### src/rtl/snake_pkg.sv
// Shared types and constants for the snake tile renderer: grid geometry,
// tile codes, colour table and the tile address helper.
package snake_pkg;

   localparam int unsigned H_ACTIVE   = 640;
   localparam int unsigned V_ACTIVE   = 480;
   localparam int unsigned TILE_SHIFT = 5;
   localparam int unsigned GRID_W     = H_ACTIVE >> TILE_SHIFT;
   localparam int unsigned GRID_H     = V_ACTIVE >> TILE_SHIFT;
   localparam int unsigned TILES      = GRID_W * GRID_H;
   localparam int unsigned ADDR_W     = 9;
   localparam int unsigned CNT_W      = 10;
   localparam int unsigned X_W        = 5;
   localparam int unsigned Y_W        = 4;

   typedef enum logic [1:0] {
      EMPTY = 2'd0,
      BODY  = 2'd1,
      HEAD  = 2'd2,
      FOOD  = 2'd3
   } tile_t;

   typedef struct packed {
      logic [3:0] r;
      logic [3:0] g;
      logic [3:0] b;
   } rgb_t;

   localparam rgb_t COL_EMPTY = 12'h000;
   localparam rgb_t COL_BODY  = 12'h0F0;
   localparam rgb_t COL_HEAD  = 12'h8F8;
   localparam rgb_t COL_FOOD  = 12'hF00;

   // y*20 + x without a multiplier
   function automatic logic [ADDR_W-1:0] tile_addr(input logic [Y_W-1:0] y,
                                                   input logic [X_W-1:0] x);
      return (ADDR_W'(y) << 4) + (ADDR_W'(y) << 2) + ADDR_W'(x);
   endfunction

endpackage

### src/rtl/snake_tile_ram.sv
// 300 x 2-bit tile store: one write port, one registered read port that
// advances only on the pixel strobe. Read-during-write returns old data.
module snake_tile_ram
   import snake_pkg::*;
(
   input  logic              clk,
   input  logic              rst_n,
   input  logic              we,
   input  logic [ADDR_W-1:0] waddr,
   input  tile_t             wdata,
   input  logic              re,
   input  logic [ADDR_W-1:0] raddr,
   output tile_t             rdata
);

   tile_t mem [0:TILES-1];

   always_ff @(posedge clk) begin
      if (we) mem[waddr] <= wdata;
   end

   always_ff @(posedge clk or negedge rst_n) begin
      if (!rst_n)  rdata <= EMPTY;
      else if (re) rdata <= mem[raddr];
   end

endmodule

### src/rtl/snake_tile_renderer.sv
// Pixel colour stage: maps pixel coordinates onto the tile grid, looks up
// the tile code and drives R/G/B with HS/VS delayed to match (2 strobes).
module snake_tile_renderer
   import snake_pkg::*;
(
   input  logic             clk,
   input  logic             rst_n,
   input  logic             pix_en,
   input  logic [CNT_W-1:0] hcount,
   input  logic [CNT_W-1:0] vcount,
   input  logic             hs_in,
   input  logic             vs_in,
   input  logic             wr_en,
   input  logic [X_W-1:0]   wr_x,
   input  logic [Y_W-1:0]   wr_y,
   input  logic [1:0]       wr_tile,
   output logic             busy,
   output logic             HS,
   output logic             VS,
   output logic [3:0]       R,
   output logic [3:0]       G,
   output logic [3:0]       B,
   output logic             frame_tick
);

   localparam logic [0:0] ST_CLEAR = 1'b0;
   localparam logic [0:0] ST_RUN   = 1'b1;

   logic [0:0]        state, state_nxt;
   logic [ADDR_W-1:0] clr_addr, clr_addr_nxt;

   logic              ram_we;
   logic [ADDR_W-1:0] ram_waddr;
   tile_t             ram_wdata;
   logic [ADDR_W-1:0] ram_raddr;
   tile_t             ram_rdata;
   logic              wr_ok;
   logic              active;
   rgb_t              colour;

   logic              active_q;
   logic              hs_q;
   logic              vs_q;
   rgb_t              pix_q;

   // Clear sequencer: walk every address once after reset, then run
   always_ff @(posedge clk or negedge rst_n) begin
      if (!rst_n) begin
         state    <= ST_CLEAR;
         clr_addr <= '0;
      end else begin
         state    <= state_nxt;
         clr_addr <= clr_addr_nxt;
      end
   end

   always_comb begin
      state_nxt    = state;
      clr_addr_nxt = clr_addr;
      if (state == ST_CLEAR) begin
         if (clr_addr == ADDR_W'(TILES - 1)) begin
            state_nxt    = ST_RUN;
            clr_addr_nxt = '0;
         end else begin
            clr_addr_nxt = clr_addr + ADDR_W'(1);
         end
      end
   end

   assign busy = (state == ST_CLEAR);

   // Write port is owned by the clearer while busy; out-of-grid writes vanish
   assign wr_ok     = wr_en && (wr_x < X_W'(GRID_W)) && (wr_y < Y_W'(GRID_H));
   assign ram_we    = busy || wr_ok;
   assign ram_waddr = busy ? clr_addr : tile_addr(wr_y, wr_x);
   assign ram_wdata = busy ? EMPTY : tile_t'(wr_tile);

   // Off-screen coordinates read address 0 so the RAM is never indexed out of range
   assign active    = (hcount < CNT_W'(H_ACTIVE)) && (vcount < CNT_W'(V_ACTIVE));
   assign ram_raddr = active ? tile_addr(Y_W'(vcount >> TILE_SHIFT), X_W'(hcount >> TILE_SHIFT))
                             : '0;

   snake_tile_ram u_ram (
      .clk   (clk),
      .rst_n (rst_n),
      .we    (ram_we),
      .waddr (ram_waddr),
      .wdata (ram_wdata),
      .re    (pix_en),
      .raddr (ram_raddr),
      .rdata (ram_rdata)
   );

   always_comb begin
      colour = COL_EMPTY;
      case (ram_rdata)
         BODY:    colour = COL_BODY;
         HEAD:    colour = COL_HEAD;
         FOOD:    colour = COL_FOOD;
         default: colour = COL_EMPTY;
      endcase
   end

   // Stage 1 alongside the RAM read, stage 2 drives the pins
   always_ff @(posedge clk or negedge rst_n) begin
      if (!rst_n) begin
         active_q <= 1'b0;
         hs_q     <= 1'b1;
         vs_q     <= 1'b1;
         HS       <= 1'b1;
         VS       <= 1'b1;
         pix_q    <= COL_EMPTY;
      end else if (pix_en) begin
         active_q <= active;
         hs_q     <= hs_in;
         vs_q     <= vs_in;
         HS       <= hs_q;
         VS       <= vs_q;
         pix_q    <= (active_q && !busy) ? colour : COL_EMPTY;
      end
   end

   assign R = pix_q.r;
   assign G = pix_q.g;
   assign B = pix_q.b;

   always_ff @(posedge clk or negedge rst_n) begin
      if (!rst_n) frame_tick <= 1'b0;
      else        frame_tick <= pix_en && (hcount == '0) && (vcount == CNT_W'(V_ACTIVE));
   end

endmodule

### config.mk
export PLATFORM = sky130hd
export DESIGN_NAME = snake_tile_renderer
export DESIGN_NICKNAME = d
export VERILOG_FILES = /design/src/rtl/snake_pkg.sv /design/src/rtl/snake_tile_ram.sv /design/src/rtl/snake_tile_renderer.sv
export SDC_FILE = /design/constraint.sdc
export NUM_CORES = 1
export LEC_CHECK = 0
export CAP_MARGIN = 20
export CORE_MARGIN = 3
export CORE_UTILIZATION = 35
export DETAILED_ROUTE_END_ITERATION = 10
export SETUP_SLACK_MARGIN = 0.4
export SKIP_CTS_REPAIR_TIMING = 1
export SYNTH_ARGS = -nofsm -noshare
export SYNTH_HDL_FRONTEND = slang
export SYNTH_SLANG_ARGS = --single-unit
### constraint.sdc
create_clock -name clk -period 12.4 [get_ports clk]
set_clock_uncertainty 0.05 [all_clocks]
set_input_delay 3.72 -clock clk [delete_from_list [all_inputs] [get_ports clk]]
set_output_delay 3.72 -clock clk [all_outputs]
set_load 0.02 [all_outputs]
### Word-level counts from Yosys, hierarchy flattened

Memories as Yosys holds them, arrays and structs flattened. A register that Yosys moved wholly into a read port is not among the register bits.
Index checks and enable logic that the tools add are counted.

* register bits after elaboration: 28
* bits in writable memories: 600
* output and inout bits: 16
* logic and storage cells: 46
* memories kept: 1

* add/subtract/negate cells: 5
* $lt $le $gt $ge: 4
* equality and inequality tests: 5
* multiplexer cells: 10
* bitwise logic cells: 1
* reduce and logical (&&, ||, !) cells: 9

Memory list
* u_ram.mem: depth 300, bits a word 2, rd ports 1, clocked after Yosys merged registers in 1, wr ports 1, line snake_tile_ram.sv:16 `tile_t mem [0:TILES-1];`

Operators by type and width (count)
* $pmux 12 s3: 1
* $mux 9: 3
* $add 8x6->9: 2
* $add 9x5->9: 2
* $mux 12: 1
* $eq 10x9->1 const B: 1
* $logic_not 10->1: 1
* $lt 10x10->1 const B: 1
* $lt 10x9->1 const B: 1
* $add 9x1->9 const B: 1
* $eq 9x9->1 const B: 1
* $logic_and 1x1->1: 6
* $lt 5x5->1 const B: 1
* $eq 2x2->1 const B: 2
* $lt 4x4->1 const B: 1
* $mux 1: 4
* $eq 2x1->1 const B: 1
* $mux 2: 1
* $logic_not 1->1: 1
* $logic_or 1x1->1: 1
* $not 1->1: 1

### Longest topological paths before layout

* word-level depth: 6
* gate-level depth with buffers: 15
* depth with buffers taken out: 11

### By module

From an unflattened synthesis, not the netlist that was laid out.

* cells, all modules: 1586
* area, all modules: 26275.2 µm²

Modules (own cells, without submodules)
* snake_tile_ram: times used 1, cells an instance 1398, area an instance 24526.0 µm²
* snake_tile_renderer: times used 1, cells an instance 188, area an instance 1749.2 µm²

### Worst setup path after synthesis

Ideal clock, no wire load.

* path kind: input to register
* start: input port wr_tile[0]
* end: memory u_ram.mem[0][0] in the netlist's numbering, data pin
* arrival time: 7487 ps
* setup slack: 3882 ps
* stages on the path: 1
* buffers on the path: 0
* cells stage by stage: and2_1

* cells in the longest elaborated chain, start to end: 1

RTL lines
* start, declared: line snake_tile_renderer.sv:16 `input logic [1:0] wr_tile,`
* $mux 2: line snake_tile_renderer.sv:76 `assign ram_wdata = busy ? EMPTY : tile_t'(wr_tile);`
* end, declared: line snake_tile_ram.sv:16

Every way passes these cells.

### Final worst setup path

* start: input port vcount[5]
* end: register u_ram.rdata[0], read port of u_ram.mem

* cells in the longest elaborated chain, start to end: 3
* elaborated cells on any way between the ends: 5
* classes of those cells: add/sub: 2; order compare: 1; mux: 1; reduce/logical: 1

RTL lines
* start, declared: line snake_tile_renderer.sv:10 `input logic [CNT_W-1:0] vcount,`
* $add 8x6->9 or $lt 10x9->1 (tied branches): line snake_pkg.sv:37, snake_tile_renderer.sv:79
* $add 9x5->9 or $logic_and 1x1->1 (tied branches): line snake_pkg.sv:37, snake_tile_renderer.sv:79
* $mux 9 (*): line snake_tile_renderer.sv:80 `assign ram_raddr = active ? tile_addr(Y_W'(vcount >> TILE_SHIFT), X_W'(hcount >> TILE_SHIFT))`
* end, declared: line snake_tile_ram.sv:13 `output tile_t rdata`

Mark *: on every way between the ends. The rest lies on a longest branch, timed or not.
A chain may end at the register's enable or synchronous reset.

==> metrics.txt <==
# TYPE chip_impl_metric gauge
chip_impl_info{name="ys_dominant_reg_cell",value="sky130_fd_sc_hd__edfxtp_1"} 1
chip_impl_metric{name="drc",unit=""} 0
chip_impl_metric{name="footprint_of_the_multi_input_gates",unit="sq mm"} 0.007631
chip_impl_metric{name="power",unit="mW"} 4.530
chip_impl_metric{name="slew_at_the_pin_closest_to_its_max_slew_limit",unit="ps"} 1375
chip_impl_metric{name="antenna_found_initial",unit=""} 0
chip_impl_info{name="rr_startpoint",value="state$_DFF_PN0_"} 1
chip_impl_info{name="whs_endpoint",value="clr_addr[7]$_DFFE_PN0N_"} 1
chip_impl_metric{name="postLayoutCoreUtil",unit=""} 0.4016
chip_impl_metric{name="timing.critical_path.required",unit="ps"} 12820
chip_impl_metric{name="yosys_warnings",unit=""} 0
chip_impl_metric{name="floorplan.die.height",unit="um"} 283.3
chip_impl_metric{name="clock_sink_count",unit=""} 622
chip_impl_metric{name="routed_wl",unit="um"} 78460
chip_impl_metric{name="worst_hold_slack",unit="ps"} 471.6
chip_impl_metric{name="met1_usage",unit=""} 0.2547
chip_impl_info{name="critical_path.reg2reg.endpoint",value="u_ram.mem[150][1]$_DFFE_PP_"} 1
chip_impl_info{name="timing.setup.critical_path_class",value="input pin to register"} 1
chip_impl_metric{name="max-clock-path-buffers",unit=""} 3
chip_impl_metric{name="critical_path.max_fanout",unit=""} 39
chip_impl_metric{name="hpwl",unit="um"} 46400
chip_impl_metric{name="slew-limit-headroom",unit=""} 0.08302
chip_impl_metric{name="grt_start_max_net_pins",unit=""} 269
chip_impl_metric{name="synth.cell_area",unit="sq mm"} 0.02692
chip_impl_info{name="setup.worst_path.end_class",value="register"} 1
chip_impl_metric{name="highest_clock_frequency_the_design_can_meet",unit="MHz"} 125.8
chip_impl_metric{name="vias",unit=""} 17570
chip_impl_info{name="min-delay-path-class",value="register to register"} 1
chip_impl_info{name="cts_tree",value="yes"} 1
chip_impl_metric{name="cts-buffers-inserted",unit=""} 66
chip_impl_info{name="outcome",value="finished, final reports clean"} 1
chip_impl_metric{name="post_synth_mux_area_share",unit=""} 0.07098
chip_impl_metric{name="synthArstFlopShare",unit=""} 0.03537
chip_impl_metric{name="cellPowerDensity",unit="mW/mm^2"} 148.2
chip_impl_metric{name="vdd_ir_drop_max",unit="mV"} 0.08163
chip_impl_metric{name="place.detailed.instances",unit=""} 2938
chip_impl_metric{name="fin_crit_sh",unit=""} 0.6408
chip_impl_info{name="cts-root-buf",value="sky130_fd_sc_hd__clkbuf_16"} 1
chip_impl_info{name="most_crowded_layer_after_global_routing",value="met2"} 1
chip_impl_metric{name="crit_arrival",unit="ps"} 8370
chip_impl_metric{name="tns",unit="ps"} 0
chip_impl_metric{name="wire_length_of_the_first_global_routing_pass",unit="um"} 115800
chip_impl_metric{name="die_width",unit="um"} 283.3
chip_impl_metric{name="gr-total-overflow",unit=""} 0
chip_impl_metric{name="max_cap_viols",unit=""} 0
chip_impl_metric{name="syn-instance-count",unit=""} 1954
chip_impl_metric{name="initial_core_utilization",unit=""} 0.3538
chip_impl_metric{name="clock_latency",unit="ps"} 600
chip_impl_metric{name="first_global_vias",unit=""} 17680
chip_impl_metric{name="avgViaCountPerCell",unit=""} 5.742
chip_impl_metric{name="die_area",unit="sq mm"} 0.08027
chip_impl_info{name="grt_setup_unrepaired",value="no"} 1
chip_impl_info{name="layout.cells.most_common",value="sky130_fd_sc_hd__edfxtp_1"} 1
chip_impl_metric{name="worst_reg_to_reg_path_cell_count",unit=""} 4
chip_impl_metric{name="wire_per_inst",unit="um"} 25.64
chip_impl_metric{name="finalHoldViolCount",unit=""} 0
chip_impl_metric{name="grt_util_met3",unit=""} 0.03475
chip_impl_metric{name="parity_gate_share_of_the_synthesized_area_counting_xor_and_xnor_cells",unit=""} 0.002603
chip_impl_metric{name="final-seq-area",unit="sq mm"} 0.01857
chip_impl_metric{name="final_nets",unit=""} 2036
chip_impl_metric{name="filler_cell_count",unit=""} 7097
chip_impl_metric{name="rrSetupSlack",unit="ps"} 8570
chip_impl_metric{name="leakagePower",unit="nW"} 8.307
chip_impl_metric{name="gr-usage-met2",unit=""} 0.3146
chip_impl_info{name="hold_path.startpoint",value="clr_addr[7]$_DFFE_PN0N_"} 1
chip_impl_metric{name="detail-route-antenna-nets",unit=""} 0
chip_impl_metric{name="row_count",unit=""} 101
chip_impl_info{name="largest_family_of_logic_cells_by_synthesized_area",value="simple AND/OR/NAND/NOR gates"} 1
chip_impl_metric{name="setup-violations-final",unit=""} 0
chip_impl_metric{name="synth-adder-area-share",unit=""} 0.01134
chip_impl_info{name="final_cell_mix",value="sky130_fd_sc_hd__edfxtp_1, sky130_fd_sc_hd__nor2_1, sky130_fd_sc_hd__nand2_1"} 1
chip_impl_metric{name="maxSlewViolCount",unit=""} 0
chip_impl_metric{name="post-route-min-period",unit="ps"} 7947
chip_impl_metric{name="drt_first_iter_violations",unit=""} 2111
chip_impl_metric{name="port-buffer-count",unit=""} 49
chip_impl_metric{name="post_synth_and_or_nand_nor_area_fraction",unit=""} 0.1083
chip_impl_metric{name="post_synth_num_cell_types",unit=""} 85
chip_impl_metric{name="cts_max_level",unit=""} 3
chip_impl_metric{name="clk_transition_reported_paths",unit="ps"} 60
chip_impl_metric{name="drive_above_1_share",unit=""} 0.1124
chip_impl_metric{name="number_of_flops_mapped_to_enable_cells_by_yosys",unit=""} 600
chip_impl_metric{name="hold-path-cell-count",unit=""} 1
chip_impl_metric{name="placeable_area",unit="sq mm"} 0.07608
chip_impl_info{name="critical_path.startpoint_type",value="input pin"} 1
chip_impl_metric{name="postSynthAreaPerCell",unit="sq um"} 13.78
chip_impl_metric{name="drtPass1Iterations",unit=""} 7
chip_impl_metric{name="synth-seq-area-share",unit=""} 0.6900
chip_impl_metric{name="track_usage",unit=""} 0.1918
chip_impl_metric{name="pin_count",unit=""} 53
chip_impl_metric{name="synth_seq_cells",unit=""} 622
chip_impl_metric{name="gp_congestion",unit=""} 0.8595
chip_impl_metric{name="layout-area-overhead-vs-synth",unit="%"} 13.52
chip_impl_metric{name="fin_cells",unit=""} 3060
chip_impl_metric{name="synth-compound-area-share",unit=""} 0.08799
layout make-up:
type / count / area share
diodes: 2 / 0.0001638
repair buffers: 90 / 0.02690
multi-input cells: 1178 / 0.2497
well taps: 1030 / 0.04218
clock buffers: 95 / 0.06314
inverters: 19 / 0.002334
clock inverters: 24 / 0.007698
flip-flops and latches: 622 / 0.6078
metal layers:
| layer | share of wire | up-vias |
|---|---|---|
| met5 | 0 | - |
| met4 | 0.032 | 0 |
| met3 | 0.092 | 177 |
| met2 | 0.48 | 922 |
| met1 | 0.40 | 8926 |
| li1 | - | 7544 |
synth_stat cells (5+ instances only):
cell type                     n  area share
sky130_fd_sc_hd__nand3_1     37      0.0069
sky130_fd_sc_hd__nor2b_1     10      0.0023
sky130_fd_sc_hd__clkbuf_1    63      0.0088
sky130_fd_sc_hd__mux2i_1     75       0.028
sky130_fd_sc_hd__xor2_1       5      0.0016
sky130_fd_sc_hd__o31ai_1      8      0.0022
sky130_fd_sc_hd__buf_4       24      0.0067
sky130_fd_sc_hd__a2111oi_0    7      0.0023
sky130_fd_sc_hd__buf_6        6      0.0025
sky130_fd_sc_hd__dfrtp_1     18       0.017
sky130_fd_sc_hd__a21o_1       7      0.0020
sky130_fd_sc_hd__edfxtp_1   600        0.67
sky130_fd_sc_hd__ha_1        18      0.0084
sky130_fd_sc_hd__o21ai_0     42      0.0078
sky130_fd_sc_hd__o22ai_1     40      0.0093
sky130_fd_sc_hd__a31oi_1     16      0.0037
sky130_fd_sc_hd__a211oi_1    22      0.0061
sky130_fd_sc_hd__nand4_1     11      0.0026
sky130_fd_sc_hd__o21ai_1      9      0.0017
sky130_fd_sc_hd__a221oi_1    20      0.0065
sky130_fd_sc_hd__nor3_2       5      0.0019
sky130_fd_sc_hd__mux4_2      37       0.031
sky130_fd_sc_hd__nor4_1      14      0.0033
sky130_fd_sc_hd__nand2b_1    10      0.0023
sky130_fd_sc_hd__a21oi_1     60       0.011
sky130_fd_sc_hd__or3_1        6      0.0014
sky130_fd_sc_hd__nand2_1    140       0.020
sky130_fd_sc_hd__or4_1        5      0.0014
sky130_fd_sc_hd__mux2_2      29       0.012
sky130_fd_sc_hd__and3_1      12      0.0028
sky130_fd_sc_hd__o211ai_1    11      0.0031
sky130_fd_sc_hd__a22oi_1     15      0.0042
sky130_fd_sc_hd__o221ai_1    12      0.0039
sky130_fd_sc_hd__nor2_1     373       0.052
sky130_fd_sc_hd__o2111ai_1   12      0.0039
sky130_fd_sc_hd__buf_2       41      0.0076
sky130_fd_sc_hd__inv_1       18      0.0025
sky130_fd_sc_hd__nor3_1      22      0.0041
where the power goes:
group          switching (mW)  total [mW]  internal (mW)
registers             0.00453        2.28           2.27
clock network           0.792        1.98           1.18
logic                   0.188       0.276         0.0876
flip-flops by register name, indices dropped and copies added, names as in the netlist:
name	cells
B	1
G	1
HS	1
R	2
VS	1
active_q	1
clr_addr	9
frame_tick	1
hs_q	1
state	1
u_ram.mem	600
u_ram.rdata	2
vs_q	1
worst max-delay path, stage by stage:
cell and delay (ps):
sky130_fd_sc_hd__clkdlybuf4s50_1 580, sky130_fd_sc_hd__ha_4 770, sky130_fd_sc_hd__nor2b_1 610, sky130_fd_sc_hd__nand3_2 820
sky130_fd_sc_hd__or3_1 620, sky130_fd_sc_hd__o2111ai_1 140, sky130_fd_sc_hd__a21oi_1 110, sky130_fd_sc_hd__o41ai_1 400
sky130_fd_sc_hd__nor4_1 140, sky130_fd_sc_hd__o41a_1 430
worst max-delay path by stage:
| stage | from | endpoint | slack (ps) | depth (start not counted) |
|---|---|---|---|---|
| floorplan | wr_tile[0] | u_ram.mem[0][0]$_DFFE_PP_ | 3880 | 1 |
| global placement | vcount[5] | u_ram.rdata[0]$_DFFE_PN0P_ | 3880 | 11 |
| detailed placement | vcount[5] | u_ram.rdata[0]$_DFFE_PN0P_ | 3920 | 10 |
| CTS | vcount[5] | u_ram.rdata[0]$_DFFE_PN0P_ | 4530 | 10 |
| global route | vcount[5] | u_ram.rdata[0]$_DFFE_PN0P_ | 4180 | 10 |
| finish | vcount[5] | u_ram.rdata[0]$_DFFE_PN0P_ | 4450 | 10 |
cells by family (layout without fill, tap and decap cells):
logic type / after synthesis / after routing
adders and majority gates: 22 / 22
DFF: 622 / 622
xor gates and xnor gates: 8 / 8
and+or+nand+nor: 667 / 667
buffers and inverters: 156 / 228
other: 1 / 5
muxes: 141 / 141
AOI/OAI and AO/OA: 337 / 337
metrics by stage:
| step | setup slack, ps | cell area, sq um |
|---|---|---|
| floorplan | 3882 | 26920 |
| global placement | 3879 | 28370 |
| detailed placement | 3915 | 28380 |
| CTS | 4527 | 30540 |
| global route | 4184 | 30550 |
| finish | 4453 | 30560 |
No activity file was read; power rests on OpenSTA's default activity.
